==> src/rtl/pwm_pkg.sv <==
// Shared types and constants for the pwm_bank PWM generator.
package pwm_pkg;

  localparam int unsigned PWM_CNT_W = 16;

  typedef enum logic {
    PWM_EDGE   = 1'b0,
    PWM_CENTER = 1'b1
  } pwm_mode_t;

  typedef struct packed {
    logic [PWM_CNT_W-1:0] period;
    pwm_mode_t            mode;
  } pwm_cfg_t;

endpackage

==> src/rtl/pwm_bank_if.sv <==
// Configuration handshake for pwm_bank: period, mode and per-channel duty offered under valid/ready.
interface pwm_bank_if #(
  parameter int unsigned CHANNELS = 4,
  parameter int unsigned CNT_W    = 16
);
  logic                      cfg_valid;
  logic                      cfg_ready;
  logic [CNT_W-1:0]          cfg_period;
  logic                      cfg_mode;
  logic [CHANNELS*CNT_W-1:0] cfg_duty;

  modport master (output cfg_valid, output cfg_period, output cfg_mode, output cfg_duty,
                  input cfg_ready);
  modport slave  (input cfg_valid, input cfg_period, input cfg_mode, input cfg_duty,
                  output cfg_ready);
endinterface

==> src/rtl/pwm_channel.sv <==
// One PWM output: duty compare against the shared count, polarity and output register.
module pwm_channel #(
  parameter int unsigned CNT_W      = 16,
  parameter logic        ACTIVE_LOW = 1'b0
) (
  input  logic             clk,
  input  logic             reset,
  input  logic             enable_i,
  input  logic [CNT_W-1:0] count_i,
  input  logic [CNT_W-1:0] duty_i,
  output logic             pwm_o
);

  logic pwm_q;
  logic pwm_d;

  always_comb begin
    pwm_d = (enable_i && (count_i < duty_i)) ^ ACTIVE_LOW;
  end

  always_ff @(posedge clk) begin
    if (!reset) pwm_q <= ACTIVE_LOW;
    else        pwm_q <= pwm_d;
  end

  assign pwm_o = pwm_q;

endmodule

==> src/rtl/pwm_bank.sv <==
// Multi-channel PWM with a shared edge/center counter and double-buffered configuration
// that only takes effect at a period boundary.
module pwm_bank
  import pwm_pkg::*;
#(
  parameter int unsigned         CHANNELS        = 4,
  parameter int unsigned         CNT_W           = PWM_CNT_W,
  parameter logic [CHANNELS-1:0] ACTIVE_LOW_MASK = '0
) (
  input  logic                clk,
  input  logic                reset,
  input  logic                enable,
  pwm_bank_if.slave           cfg,
  output logic [CHANNELS-1:0] pwm_out,
  output logic                period_end,
  output logic [CNT_W-1:0]    count
);

  localparam int unsigned DUTY_W = CHANNELS * CNT_W;

  logic [CNT_W-1:0]  cnt_q, cnt_d;
  logic              dir_q, dir_d;
  logic              boundary;
  logic              period_end_q;

  logic [CNT_W-1:0]  act_period_q, stg_period_q;
  pwm_mode_t         act_mode_q, stg_mode_q;
  logic [DUTY_W-1:0] act_duty_q, stg_duty_q;
  logic              pending_q, pending_d;
  logic              transfer;
  logic              apply;

  // Next count/direction; a boundary is any cycle whose successor restarts at 0 going up.
  always_comb begin
    cnt_d = '0;
    dir_d = 1'b0;
    if (enable && (act_period_q != '0)) begin
      if (act_mode_q == PWM_EDGE) begin
        if (cnt_q < act_period_q) cnt_d = cnt_q + CNT_W'(1);
      end else if (!dir_q) begin
        if (cnt_q < act_period_q) begin
          cnt_d = cnt_q + CNT_W'(1);
        end else begin
          cnt_d = act_period_q - CNT_W'(1);
          dir_d = (cnt_d != '0);
        end
      end else if (cnt_q > CNT_W'(1)) begin
        cnt_d = cnt_q - CNT_W'(1);
        dir_d = 1'b1;
      end
    end
    boundary = (cnt_d == '0) && !dir_d;
  end

  // Transfer and apply are mutually exclusive because they depend on opposite pending states.
  always_comb begin
    transfer  = cfg.cfg_valid && !pending_q;
    apply     = boundary && pending_q;
    pending_d = pending_q;
    if (apply)    pending_d = 1'b0;
    if (transfer) pending_d = 1'b1;
  end

  always_ff @(posedge clk) begin
    if (!reset) begin
      cnt_q        <= '0;
      dir_q        <= 1'b0;
      period_end_q <= 1'b0;
      pending_q    <= 1'b0;
      act_period_q <= '0;
      act_mode_q   <= PWM_EDGE;
      act_duty_q   <= '0;
      stg_period_q <= '0;
      stg_mode_q   <= PWM_EDGE;
      stg_duty_q   <= '0;
    end else begin
      cnt_q        <= cnt_d;
      dir_q        <= dir_d;
      period_end_q <= enable && boundary;
      pending_q    <= pending_d;
      if (transfer) begin
        stg_period_q <= cfg.cfg_period;
        stg_mode_q   <= pwm_mode_t'(cfg.cfg_mode);
        stg_duty_q   <= cfg.cfg_duty;
      end
      if (apply) begin
        act_period_q <= stg_period_q;
        act_mode_q   <= stg_mode_q;
        act_duty_q   <= stg_duty_q;
      end
    end
  end

  for (genvar i = 0; i < CHANNELS; i++) begin : g_ch
    pwm_channel #(
      .CNT_W      (CNT_W),
      .ACTIVE_LOW (ACTIVE_LOW_MASK[i])
    ) u_ch (
      .clk      (clk),
      .reset    (reset),
      .enable_i (enable),
      .count_i  (cnt_q),
      .duty_i   (act_duty_q[i*CNT_W +: CNT_W]),
      .pwm_o    (pwm_out[i])
    );
  end

  assign cfg.cfg_ready = !pending_q;
  assign period_end    = period_end_q;
  assign count         = cnt_q;

endmodule

==> src/flat_wrapper.sv <==
// flat-port wrapper written by rule: the top's interface ports become plain ports
module pwm_bank_flat import pwm_pkg::*;
#(
  parameter int unsigned         CHANNELS        = 4,
  parameter int unsigned         CNT_W           = PWM_CNT_W,
  parameter logic [CHANNELS-1:0] ACTIVE_LOW_MASK = '0
)
  (clk, reset, enable, pwm_out, period_end, count, cfg_cfg_valid, cfg_cfg_period, cfg_cfg_mode, cfg_cfg_duty, cfg_cfg_ready);
  pwm_bank_if #(.CHANNELS(CHANNELS), .CNT_W(CNT_W)) cfg_i ();
  input  logic clk;
  input  logic reset;
  input  logic enable;
  output logic [CHANNELS-1:0] pwm_out;
  output logic period_end;
  output logic [CNT_W-1:0] count;
  input wire logic [$bits(cfg_i.cfg_valid)-1:0] cfg_cfg_valid;
  input wire logic [$bits(cfg_i.cfg_period)-1:0] cfg_cfg_period;
  input wire logic [$bits(cfg_i.cfg_mode)-1:0] cfg_cfg_mode;
  input wire logic [$bits(cfg_i.cfg_duty)-1:0] cfg_cfg_duty;
  output wire logic [$bits(cfg_i.cfg_ready)-1:0] cfg_cfg_ready;
  assign cfg_i.cfg_valid = cfg_cfg_valid;
  assign cfg_i.cfg_period = cfg_cfg_period;
  assign cfg_i.cfg_mode = cfg_cfg_mode;
  assign cfg_i.cfg_duty = cfg_cfg_duty;
  assign cfg_cfg_ready = cfg_i.cfg_ready;
  pwm_bank #(.CHANNELS(CHANNELS), .CNT_W(CNT_W), .ACTIVE_LOW_MASK(ACTIVE_LOW_MASK)) u_core (.clk(clk), .reset(reset), .enable(enable), .cfg(cfg_i), .pwm_out(pwm_out), .period_end(period_end), .count(count));
endmodule
==> config.mk <==
export PLATFORM = sky130hd
export DESIGN_NAME = pwm_bank_flat
export DESIGN_NICKNAME = d
export VERILOG_FILES = /design/src/rtl/pwm_pkg.sv /design/src/rtl/pwm_bank_if.sv /design/src/rtl/pwm_channel.sv /design/src/rtl/pwm_bank.sv /design/src/flat_wrapper.sv
export SDC_FILE = /design/constraint.sdc
export NUM_CORES = 1
export LEC_CHECK = 0
export ABC_CLOCK_PERIOD_IN_PS = 4050
export CAP_MARGIN = 20
export CORE_AREA = 5 5 185 115
export DETAILED_ROUTE_END_ITERATION = 8
export DIE_AREA = 0 0 190 120
export PLACE_DENSITY = 0.77
export SETUP_SLACK_MARGIN = 0.3
export SYNTH_ARGS = -nofsm -noshare
export SYNTH_HDL_FRONTEND = slang
export SYNTH_SLANG_ARGS = --single-unit
==> constraint.sdc <==
create_clock -name clk -period 4.05 [get_ports clk]
set_clock_uncertainty 0.2 [all_clocks]
set_input_delay 0.405 -clock clk [delete_from_list [all_inputs] [get_ports clk]]
set_output_delay 0.405 -clock clk [all_outputs]
set_load 0.05 [all_outputs]
* After elaboration in Yosys (flattened, before gate mapping) *
Index checks and enable logic that the tools add are counted.

word-level totals
  input bits = 85
  output and inout bits = 22
  register bits after elaboration = 185

operators by class
  add/subtract/negate cells = 3
  mux-type cells = 13
  reduce and logical (&&, ||, !) cells = 15
  $lt $le $gt $ge = 6

operator list
  operator               count
  $mux 16                6
  $lt 16x16->1           5
  $reduce_bool 16->1     2
  $sub 16x1->16 const B  2
  $add 16x1->16 const B  1
  $gt 16x1->1 const B    1
  $logic_not 16->1       1
  $logic_and 1x1->1      9
  $mux 1                 7
  $logic_not 1->1        2
  $reduce_bool 2->1      1

* Longest topological paths before layout *
Gate-level depths: netlist (run 1).

  word-level depth = 11
  mapped depth = 17
  gate-level depth less buffers = 12

* Hierarchy *
Synthesis (run 1) repeated with hierarchy kept, for this count alone.

unflattened totals
  cell total of the unflattened synthesis = 1274
  area total of the unflattened synthesis = 10302.4 sq um

by module, submodules not included
  module       cells an instance  times used  area an instance (sq um)
  pwm_bank     1062               1           8680.8
  pwm_channel  53                 4           405.4

* Worst setup path before layout (run 1) *
No wires, ideal clock.

  path kind = register -> register
  start point = register u_core.cnt_q[2], in the netlist u_core.count[2]
  end point = register u_core.act_duty_q[0]
  arrival time = 3.758 ns
  clock period less this slack = 4.030 ns
  cell stages (with the launch flop) = 14
  path slack = 0.020 ns
  cell sequence = dfxtp_1 ha_1 a211o_1 a31oi_1 o221ai_1 a221oi_2 nor2_1 a221o_1 nor4_1 nand4_2 nor3_2 buf_12 buf_12 mux2i_1

between the ends
  word-level cells in the longest chain between the ends = 8
  elaborated cells on any way between the ends = 19

RTL lines
  item                                                        line                            RTL
  start: declaration                                          pwm_bank.sv:21                  logic [CNT_W-1:0] cnt_q, cnt_d;
  start signal: assignment                                    pwm_bank.sv:77                  cnt_q <= cnt_d;
  $add 16x1->16 (tied with other cells)                       pwm_bank.sv:39, pwm_bank.sv:42
  $mux 16 (tied with other cells)                             pwm_bank.sv:41                  if (cnt_q < act_period_q) begin
  $mux 16 / $mux 1 (equally long branches)                    pwm_bank.sv:40                  end else if (!dir_q) begin
  $mux 16 / $mux 1 (equally long branches)                    pwm_bank.sv:38                  if (act_mode_q == PWM_EDGE) begin
  $mux 16 / $mux 1 (equally long branches)                    pwm_bank.sv:37                  if (enable && (act_period_q != '0)) begin
  $logic_not 16->1 / $logic_not 1->1 (equally long branches)  pwm_bank.sv:52                  boundary = (cnt_d == '0) && !dir_d;
  $logic_and 1x1->1 *                                         pwm_bank.sv:52
  $logic_and 1x1->1 *                                         pwm_bank.sv:58                  apply = boundary && pending_q;
  end signal: assignment                                      pwm_bank.sv:89                  act_duty_q <= stg_duty_q;
  end: declaration                                            pwm_bank.sv:28                  logic [DUTY_W-1:0] act_duty_q, stg_duty_q;

Mark *: on every way between the ends. The rest lies on a longest branch, timed or not.
A chain may end at the register's enable or synchronous reset.

* Worst setup path after layout (run 1) *
  start point = register u_core.cnt_q[7], in the netlist u_core.count[7]
  end point = register u_core.act_duty_q[56]

Same word-level chain as after synthesis.

==> results of run 1 <==
-- worst register-to-register path, stage by stage (launching register included) --
cell and delay (ns):
dfxtp_4 0.37, or4_4 0.59, or3_4 0.40, or4_4 0.41, and3_4 0.18, a2111o_1 0.42
o41ai_2 0.06, buf_4 0.20, nor2_4 0.04, nand4_4 0.11, nor3_4 0.05, buf_4 0.14
buf_6 0.11, buf_16 0.14, clkbuf_16 0.16, mux2i_1 0.11
-- where the power goes --
group / total [mW] / switching (mW) / internal, mW
registers: 2.13 / 0.116 / 2.01
clock network: 1.68 / 0.786 / 0.891
logic: 3.24 / 1.58 / 1.66
total: 7.05 / 2.48 / 4.57
-- sequential cells by signal, indices dropped and copies added (netlist names) --
register / cells
u_core.act_mode_q: 1
u_core.act_duty_q: 64
u_core.pending_q: 1
u_core.dir_q: 1
u_core.count: 16
u_core.stg_period_q: 16
u_core.g_ch.u_ch.pwm_o: 4
u_core.stg_duty_q: 64
u_core.stg_mode_q: 1
u_core.act_period_q: 16
u_core.period_end: 1
-- final cells by class --
cell class / count / area [sq um]
sequential: 185 / 3740
clock inverter: 14 / 161.4
clock buffer: 18 / 439.2
multi-input combinational: 884 / 5698
tap: 273 / 341.6
inverter: 83 / 314.1
timing repair buffer: 195 / 1983
fill: 1617 / 6892
-- per-stage QoR --
step                instances  hold slack, ns
floorplan                1225          0.2347
global placement         1595          0.2421
detailed placement       1595          0.2472
CTS                      1635          0.2578
global route             1652          0.2749
finish                   1652          0.2564
-- repair_timing --
action / in CTS / in global routing
gates cloned: 2 / 5
hold buffers: 0 / 0
pin swaps: 8 / 12
buffers inserted: 6 / 12
resized for setup: 20 / 60
setup endpoints to repair: 82 / 82
-- layout by cell type (no fill, tap or decap), types with 4 or more instances in the layout --
cell type / instances
nand3_1: 15
o21ai_0: 9
dfxtp_2: 8
buf_6: 7
clkbuf_16: 22
a211oi_1: 9
buf_12: 6
clkinv_4: 6
xor2_1: 8
mux2i_1: 81
nor3_1: 9
nand2b_1: 7
dfxtp_1: 170
and2_1: 11
and4_1: 4
xnor2_1: 28
o22ai_1: 4
buf_4: 68
clkdlybuf4s50_1: 105
inv_1: 78
nor2_1: 37
ha_1: 77
nand4_1: 13
inv_2: 4
a21o_1: 37
dfxtp_4: 7
a21oi_1: 103
nand2_1: 350
nor4_1: 7
-- worst paths after layout --
kind / start / endpoint / slack [ns] / depth (start not counted)
worst max register to register: u_core.count[7]$_SDFF_PN0_ / u_core.act_duty_q[56]$_SDFFE_PN0P_ / 0.26 / 15
worst max-delay path: u_core.count[7]$_SDFF_PN0_ / u_core.act_duty_q[56]$_SDFFE_PN0P_ / 0.26 / 15
worst min-delay path: u_core.stg_period_q[8]$_SDFFE_PN0P_ / u_core.stg_period_q[8]$_SDFFE_PN0P_ / 0.26 / 2
worst min register to register: u_core.stg_period_q[8]$_SDFFE_PN0P_ / u_core.stg_period_q[8]$_SDFFE_PN0P_ / 0.26 / 2
-- cell families after synthesis --
group | synth area share, %
AOI/OAI and AO/OA | 11.98
xor gates and xnor gates | 3.181
adders and majority gates | 10.22
buffers and inverters | 7.699
DFF | 37.36
muxes | 8.280
and+or+nand+nor | 21.28
-- metal layers --
layer,GRT usage [%],routed length [um],vias up
met4,6.549,311,0
met2,34.83,11910,268
met5,0,0,-
li1,-,-,4367
met3,6.570,2098,30
met1,34.38,13340,4147
-- cell usage after synthesis, drive strengths merged, types with 12 or more instances --
cell,count,area share (%)
a21o,37,2.8
a21oi,105,5.3
and2,13,0.82
buf,18,2.5
clkbuf,55,2.1
dfxtp,185,37
ha,81,10
inv,83,3.1
mux2i,82,8.3
nand2,352,13
nand3,16,0.81
nand4,14,0.95
nor2,41,1.6
o21ai,12,0.61
xnor2,28,2.5
==> flow_summary.toml, run 1 <==
[critical_path]
critPathLaunchType = "register"
cpPeakStageDelay_ns = 0.59
critical_path_class = "reg -> reg"
critical_path.cell_chain = "or4_4 -> or3_4 -> or4_4 -> and3_4 -> a2111o_1 -> o41ai_2 -> buf_4 -> nor2_4 -> nand4_4 -> nor3_4 -> buf_4 -> buf_6 -> buf_16 -> clkbuf_16 -> mux2i_1"
crit_required_ns = 4.18
crit_path_max_fanout = 6
crit_family = "simple AND/OR/NAND/NOR gates"
cp.arrival_ns = 3.92
slowest_stage = "or4_4"
end_kind = "register"
cp_num_buf_inv = 5

[global_routing]
grt_pass1_vias = 8610
track_usage_pct = 23.81
gr-total-overflow = 0
antenna_found_initial = 0
grt_pass1_wl_mm = 43.80
grt_max_degree = 112

[clock_network]
cts.path.max_buffers = 2
h-tree-depth = 4
cts_tree = "done"
clkSinkCount = 185
clk_pin_slew_ns = 0.07
numCtsBuffers = 17
worst_skew_pair.late_latency_ns = 0.44
cts_root_buf = "clkbuf_16"

[floorplan]
start_util_pct = 50.66
die-height_um = 120
core_area_sq_um = 19570
num_rows = 40
die_w_um = 190
die_area_sq_um = 22800
io_pins = 107

[sta]
max_slew_margin_pct = 27.46
setup_tns_ns = 0
fin_crit_sh_pct = 93.53
max_slew.worst_pin.slew_ns = 1.088
setup_ws_ns = 0.2621
period_minus_slack_ns = 3.788
finalSetupViolations = 0
max_freq_mhz = 264.0
final_hold_viol_count = 0
finalMaxSlewViolations = 0
rsz0062_at_grt = "true"

[detailed_routing]
wl_per_cell_um = 16.75
drt_wl_total_mm = 27.66
vias = 8812
post_drt_via_cell_ratio = 5.334
antenna_left = 0
drt_pre_antenna_iters = 6
drcViolationCount = 0
drt_iter0_markers = 699

[run]
max_cap_viol_count = 0

[worst_hold_path]
hold_path.class = "reg -> reg"

[status]
status = "finished clean"

[placement]
place.gp.congestion = 0.9745
dp_hpwl_mm = 19.25
placed_cell_area_sq_um = 11460
place_ws_ns = 0.05966
port_buffers = 106

[yosys]
synth_ff_type = "dfxtp_1"
synth-edff-count = 0
postSynthCellCount = 1225
synth_area_sq_um = 9913
ys_warn_count = 0
syn_area_per_cell_sq_um = 8.092
synth_fp_nets = 1391
ys_types = 56
ys_seq_area_share_pct = 37.36
synth-async-reset-ratio_pct = 0
ys_seq_elements = 185

[final_layout]
finish.net_count = 1532
final_cell_area_sq_um = 12680
antennaDiodeCount = 0
layout-drive-gt1-share_pct = 13.71
fin_util_pct = 64.78
area_delta_synth_final_pct = 27.88

[pwr]
power.density_nw_per_um2 = 555.8
leakagePower_nw = 5.032
peakVddDrop_v = 0.0003460
finalPower_mw = 7.047
No activity file was read; power rests on OpenSTA's default activity.
==> run 2: changes to the inputs <==
- CAP_MARGIN: 20 -> 10
- CORE_AREA: 5 5 185 115 -> 2 2 182 112
- DIE_AREA: 0 0 190 120 -> 0 0 184 114
- SLEW_MARGIN: default -> 20
==> run 2 against run 1 <==
Against the previous run:
- sequential power is essentially flat
- power is 3.0% lower
- critical path depth decreased by 1
- sequential share of layout area up 0.48 points
- global-route usage rose by 1.6 points
- cell area decreased by 1.6%
- register-to-register slack improved by 0.11 ns
- largest power group unchanged
==> flow_summary.toml, run 2 (synthesis gave the netlist of run 1 again) <==
[final_layout]
antennaDiodeCount = 0
finish.net_count = 1521
final_cell_area_sq_um = 12480
layout-drive-gt1-share_pct = 12.57
final_cell_mix = "nand2_1, dfxtp_1, clkdlybuf4s50_1"
area_delta_synth_final_pct = 25.89
fill_cells = 1690
layout_commonest_cell = "nand2_1"
largest_registers = "u_core.act_duty_q (64), u_core.stg_duty_q (64)"

[sta]
max_freq_mhz = 271.8
max_slew.worst_pin.slew_ns = 0.9557
fin_crit_sh_pct = 90.84
final_hold_viol_count = 0
rsz0062_at_grt = "false"
period_minus_slack_ns = 3.679
finalSetupViolations = 0
max_slew_margin_pct = 36.29
holdWs_ns = 0.2521
finalMaxSlewViolations = 0

[placement]
placed_cell_area_sq_um = 11400
dp_hpwl_mm = 18.67
port_buffers = 106
place.gp.congestion = 0.9550

[run]
max_cap_viol_count = 0

[critical_path]
critical_path_class = "reg -> reg"
cp.arrival_ns = 3.85
end_kind = "register"
crit_required_ns = 4.22
critPathLaunchType = "register"
crit_path_max_fanout = 8

[global_routing]
grt_pass1_vias = 8247
grt_max_degree = 91
track_usage_pct = 25.44
gr-total-overflow = 0
grt_pass1_wl_mm = 41.97
antenna_found_initial = 0

[clock_network]
h-tree-depth = 4
clkSinkCount = 185
clk_pin_slew_ns = 0.08
cts_root_buf = "clkbuf_16"
cts_tree = "done"
numCtsBuffers = 17
cts.path.max_buffers = 2
worst_skew_pair.late_latency_ns = 0.45
holdBufCountCts = 0

[detailed_routing]
wl_per_cell_um = 16.19
post_drt_via_cell_ratio = 5.367
drcViolationCount = 0
drt_wl_total_mm = 26.23
vias = 8694
drt_pre_antenna_iters = 7
antenna_left = 0
drt_iter0_markers = 742

[floorplan]
start_util_pct = 50.79
die_area_sq_um = 20980
io_pins = 107
die_w_um = 184
num_rows = 40
core_area_sq_um = 19520
die-height_um = 114

[pwr]
peakVddDrop_v = 0.0003870
leakagePower_nw = 4.954
power.density_nw_per_um2 = 547.6

[status]
status = "finished clean"

[worst_hold_path]
hold_path.class = "reg -> reg"
==> run 2: layout make-up <==
type                    count  area (sq um)  area share (%)
clock buffers              18         429.2           3.439
clock inverters            14         187.7           1.504
inverters                  83         314.1           2.517
multi-input cells         884          5682           45.53
flip-flops and latches    185          3741           29.98
well taps                 252         315.3           2.527
repair buffers            184          1810           14.51
==> run 2: path summary, 6_finish.rpt <==
check                                                   startpoint                            endpoint  slack, ns  cells past startpoint
worst max register to register          u_core.count[1]$_SDFF_PN0_  u_core.act_duty_q[33]$_SDFFE_PN0P_       0.37                     14
worst min register to register  u_core.stg_duty_q[22]$_SDFFE_PN0P_  u_core.act_duty_q[22]$_SDFFE_PN0P_       0.25                      2
worst max-delay path                    u_core.count[1]$_SDFF_PN0_  u_core.act_duty_q[33]$_SDFFE_PN0P_       0.37                     14
worst min-delay path            u_core.stg_duty_q[22]$_SDFFE_PN0P_  u_core.act_duty_q[22]$_SDFFE_PN0P_       0.25                      2
==> run 2: per-layer routing <==
| layer | share of wire, % | vias up | routed length, um | GRT usage, % |
|---|---|---|---|---|
| met3 | 7.6 | 34 | 1990 | 6.194 |
| met4 | 1.3 | 0 | 352 | 5.813 |
| met2 | 42 | 253 | 11050 | 38.47 |
| li1 | - | 4349 | - | - |
| met5 | 0 | - | 0 | 0 |
| met1 | 49 | 4058 | 12840 | 36.64 |
==> run 2: power breakdown <==
group          switching (mW)  internal, mW  total (mW)
Clock                   0.800         0.940        1.74
Combinational            1.51          1.46        2.96
Sequential              0.116          2.01        2.13
==> run 2: what timing repair did <==
item	CTS	global route
gates resized for setup	10	59
hold endpoints to repair	0	0
gates cloned	0	3
setup buffers	1	14
pin swaps	4	11
endpoints found under the setup margin	82	81
==> run 2: metrics by stage <==
stage	util, %	cells	TNS [ns]	power (mW)	setup slack [ns]
finish	63.94	1620	0	6.834	0.3709
detailed placement	58.41	1570	-0.1143	4.650	-0.02134
CTS	61.84	1603	0	6.427	0.3016
floorplan	-	1225	0	4.016	0.3146
global route	63.94	1620	0	7.166	0.2592
global placement	58.41	1570	0	4.625	0.09587
==> run 2: worst max-delay path: stages, from the launching register on <==
cell and delay [ns]:
dfxtp_4 0.39, ha_2 0.18, a211o_1 0.30, a31oi_2 0.18
o221ai_2 0.17, a221o_2 0.47, buf_6 0.16, a21oi_4 0.12
a21oi_2 0.12, nor4b_4 0.34, nand4_4 0.14, nor3_4 0.27
buf_6 0.19, clkbuf_16 0.17, mux2i_1 0.20
==> run 3: changes to the inputs <==
- MAX_ROUTING_LAYER: default -> met4
==> run 3 against run 2 <==
Against the previous run:
- sequential share of layout area about the same
- via count rose by 1.6%
- core utilization is 0.064 points lower
- global-route usage increased by 1.3 points
- register-to-register slack got worse by 0.02 ns
- largest cell class unchanged
- largest power group unchanged
==> flow_summary.toml, run 3 (synthesis gave the netlist of run 1 again) <==
[critical_path]
cp_num_buf_inv = 4
end_kind = "register"
cpPeakStageDelay_ns = 0.58
critical_path.cell_chain = "or4_4 -> or3_4 -> or4_1 -> and3_1 -> a2111o_1 -> o41ai_1 -> buf_4 -> nor2_2 -> nand4_4 -> nor3_4 -> buf_12 -> buf_12 -> clkbuf_16 -> mux2i_1"
slowest_stage = "or4_4"
crit_top_cell = "buf_12"
critPathLaunchType = "register"
crit_family = "simple AND/OR/NAND/NOR gates"
critical_path_class = "reg -> reg"
crit_path_max_fanout = 6
cp.arrival_ns = 3.83
crit_required_ns = 4.18

[pwr]
p_seq_share_pct = 31.1
switching_share_pct = 36.18
internal_power_mw = 4.360
p_comb_share_pct = 43.7
power.density_nw_per_um2 = 548.0
finalPower_mw = 6.831
pwr-share-clk_pct = 25.1
leakagePower_nw = 4.964
p_sw_mw = 2.472
peakVddDrop_v = 0.0003667

[sta]
fin_crit_sh_pct = 91.36
finalMaxSlewViolations = 0
max_slew.worst_pin.slew_ns = 0.8636
period_minus_slack_ns = 3.700
max_slew_margin_pct = 42.43
finalSetupViolations = 0
final_hold_viol_count = 0
setup_tns_ns = 0
rsz0062_at_grt = "true"
max_freq_mhz = 270.3

[status]
status = "finished clean"

[placement]
port_buffers = 106
dp_hpwl_mm = 19.02
place.gp.congestion = 1.015

[floorplan]
io_pins = 107
core_area_sq_um = 19520
die_w_um = 184
start_util_pct = 50.79
die-height_um = 114
num_rows = 40
die_area_sq_um = 20980

[global_routing]
grt_pass1_wl_mm = 42.79
grt_pass1_vias = 8359
grt_max_degree = 91
track_usage_pct = 26.73
gr-total-overflow = 0
antenna_found_initial = 0

[final_layout]
area_delta_synth_final_pct = 25.76
seqCellArea_sq_um = 3740
fill_cells = 1643
antennaDiodeCount = 0
final_cell_mix = "nand2_1, dfxtp_1, clkdlybuf4s50_1"
finish.net_count = 1522
multi_input_area_sq_um = 5664
largest_registers = "u_core.act_duty_q (64), u_core.stg_duty_q (64)"
layout-drive-gt1-share_pct = 12.64
layout_commonest_cell = "nand2_1"

[detailed_routing]
post_drt_via_cell_ratio = 5.448
drcViolationCount = 0
drt_iter0_markers = 702
wl_per_cell_um = 16.60
drt_wl_total_mm = 26.90
drt_pre_antenna_iters = 5
antenna_left = 0
vias = 8832

[run]
max_cap_viol_count = 0

[clock_network]
clk_pin_slew_ns = 0.08
clkSinkCount = 185
cts.path.max_buffers = 2
cts_root_buf = "clkbuf_16"
h-tree-depth = 4
numCtsBuffers = 17
worst_skew_pair.late_latency_ns = 0.45
cts_tree = "done"

[worst_hold_path]
hold_path.class = "reg -> reg"
## run 3: routing by layer
metal | track usage (%) | vias to the layer above | wire [um]
li1 | - | 4346 | -
met1 | 37.92 | 4198 | 13200
met2 | 39.19 | 254 | 11520
met3 | 5.077 | 34 | 1810
met4 | 6.560 | 0 | 370
met5 | - | - | 0
## run 3: worst paths after layout
path / from / slack (ns) / cells after the start / to
min reg2reg: u_core.stg_duty_q[54]$_SDFFE_PN0P_ / 0.25 / 2 / u_core.act_duty_q[54]$_SDFFE_PN0P_
max: u_core.count[5]$_SDFF_PN0_ / 0.35 / 14 / u_core.act_duty_q[21]$_SDFFE_PN0P_
min: u_core.stg_duty_q[54]$_SDFFE_PN0P_ / 0.25 / 2 / u_core.act_duty_q[54]$_SDFFE_PN0P_
max reg2reg: u_core.count[5]$_SDFF_PN0_ / 0.35 / 14 / u_core.act_duty_q[21]$_SDFFE_PN0P_
## run 3: power by group through the flow
| stage | logic, mW | clock network (mW) | registers, mW |
|---|---|---|---|
| floorplan | 1.85 | 0 | 2.17 |
| global placement | 2.58 | 0 | 2.15 |
| detailed placement | 2.60 | 0 | 2.16 |
| CTS | 2.78 | 1.74 | 2.12 |
| global route | 3.20 | 1.82 | 2.15 |
| finish | 2.99 | 1.72 | 2.13 |
## run 3: repair_timing
| action | 4_1_cts | 5_1_grt |
|---|---|---|
| pin swaps | 4 | 12 |
| hold buffers | 0 | 0 |
| buffers inserted | 6 | 5 |
| gates resized for setup | 10 | 48 |
| endpoints found under the setup margin | 82 | 81 |
| gates cloned | 0 | 2 |
## run 3: final cells by class
| type | instances | share of cell area [%] |
|---|---|---|
| multi-input cells | 884 | 45.43 |
| repair buffers | 185 | 14.66 |
| clock inverters | 15 | 1.445 |
| inverters | 83 | 2.519 |
| clock buffers | 17 | 3.412 |
| flip-flops and latches | 185 | 30.00 |
| well taps | 252 | 2.529 |
## run 3: stage by stage
step / utilization, % / area, sq um / hold WS [ns] / cells / setup WS (ns)
after floorplan: - / 9926 / 0.2347 / 1225 / 0.3146
after global placement: 58.77 / 11470 / 0.2428 / 1576 / 0.2278
after detailed placement: 58.77 / 11470 / 0.2465 / 1576 / 0.03332
after CTS: 62.49 / 12200 / 0.2574 / 1614 / 0.3047
after global routing: 63.87 / 12470 / 0.2680 / 1621 / 0.2547
final: 63.87 / 12470 / 0.2547 / 1621 / 0.3498
## run 3: worst register-to-register path, cell delays in order, from the launching register on
cell	delay, ns
dfxtp_2	0.34
or4_4	0.58
or3_4	0.43
or4_1	0.40
and3_1	0.19
a2111o_1	0.40
o41ai_1	0.07
buf_4	0.19
nor2_2	0.05
nand4_4	0.12
nor3_4	0.07
buf_12	0.15
buf_12	0.14
clkbuf_16	0.16
mux2i_1	0.11
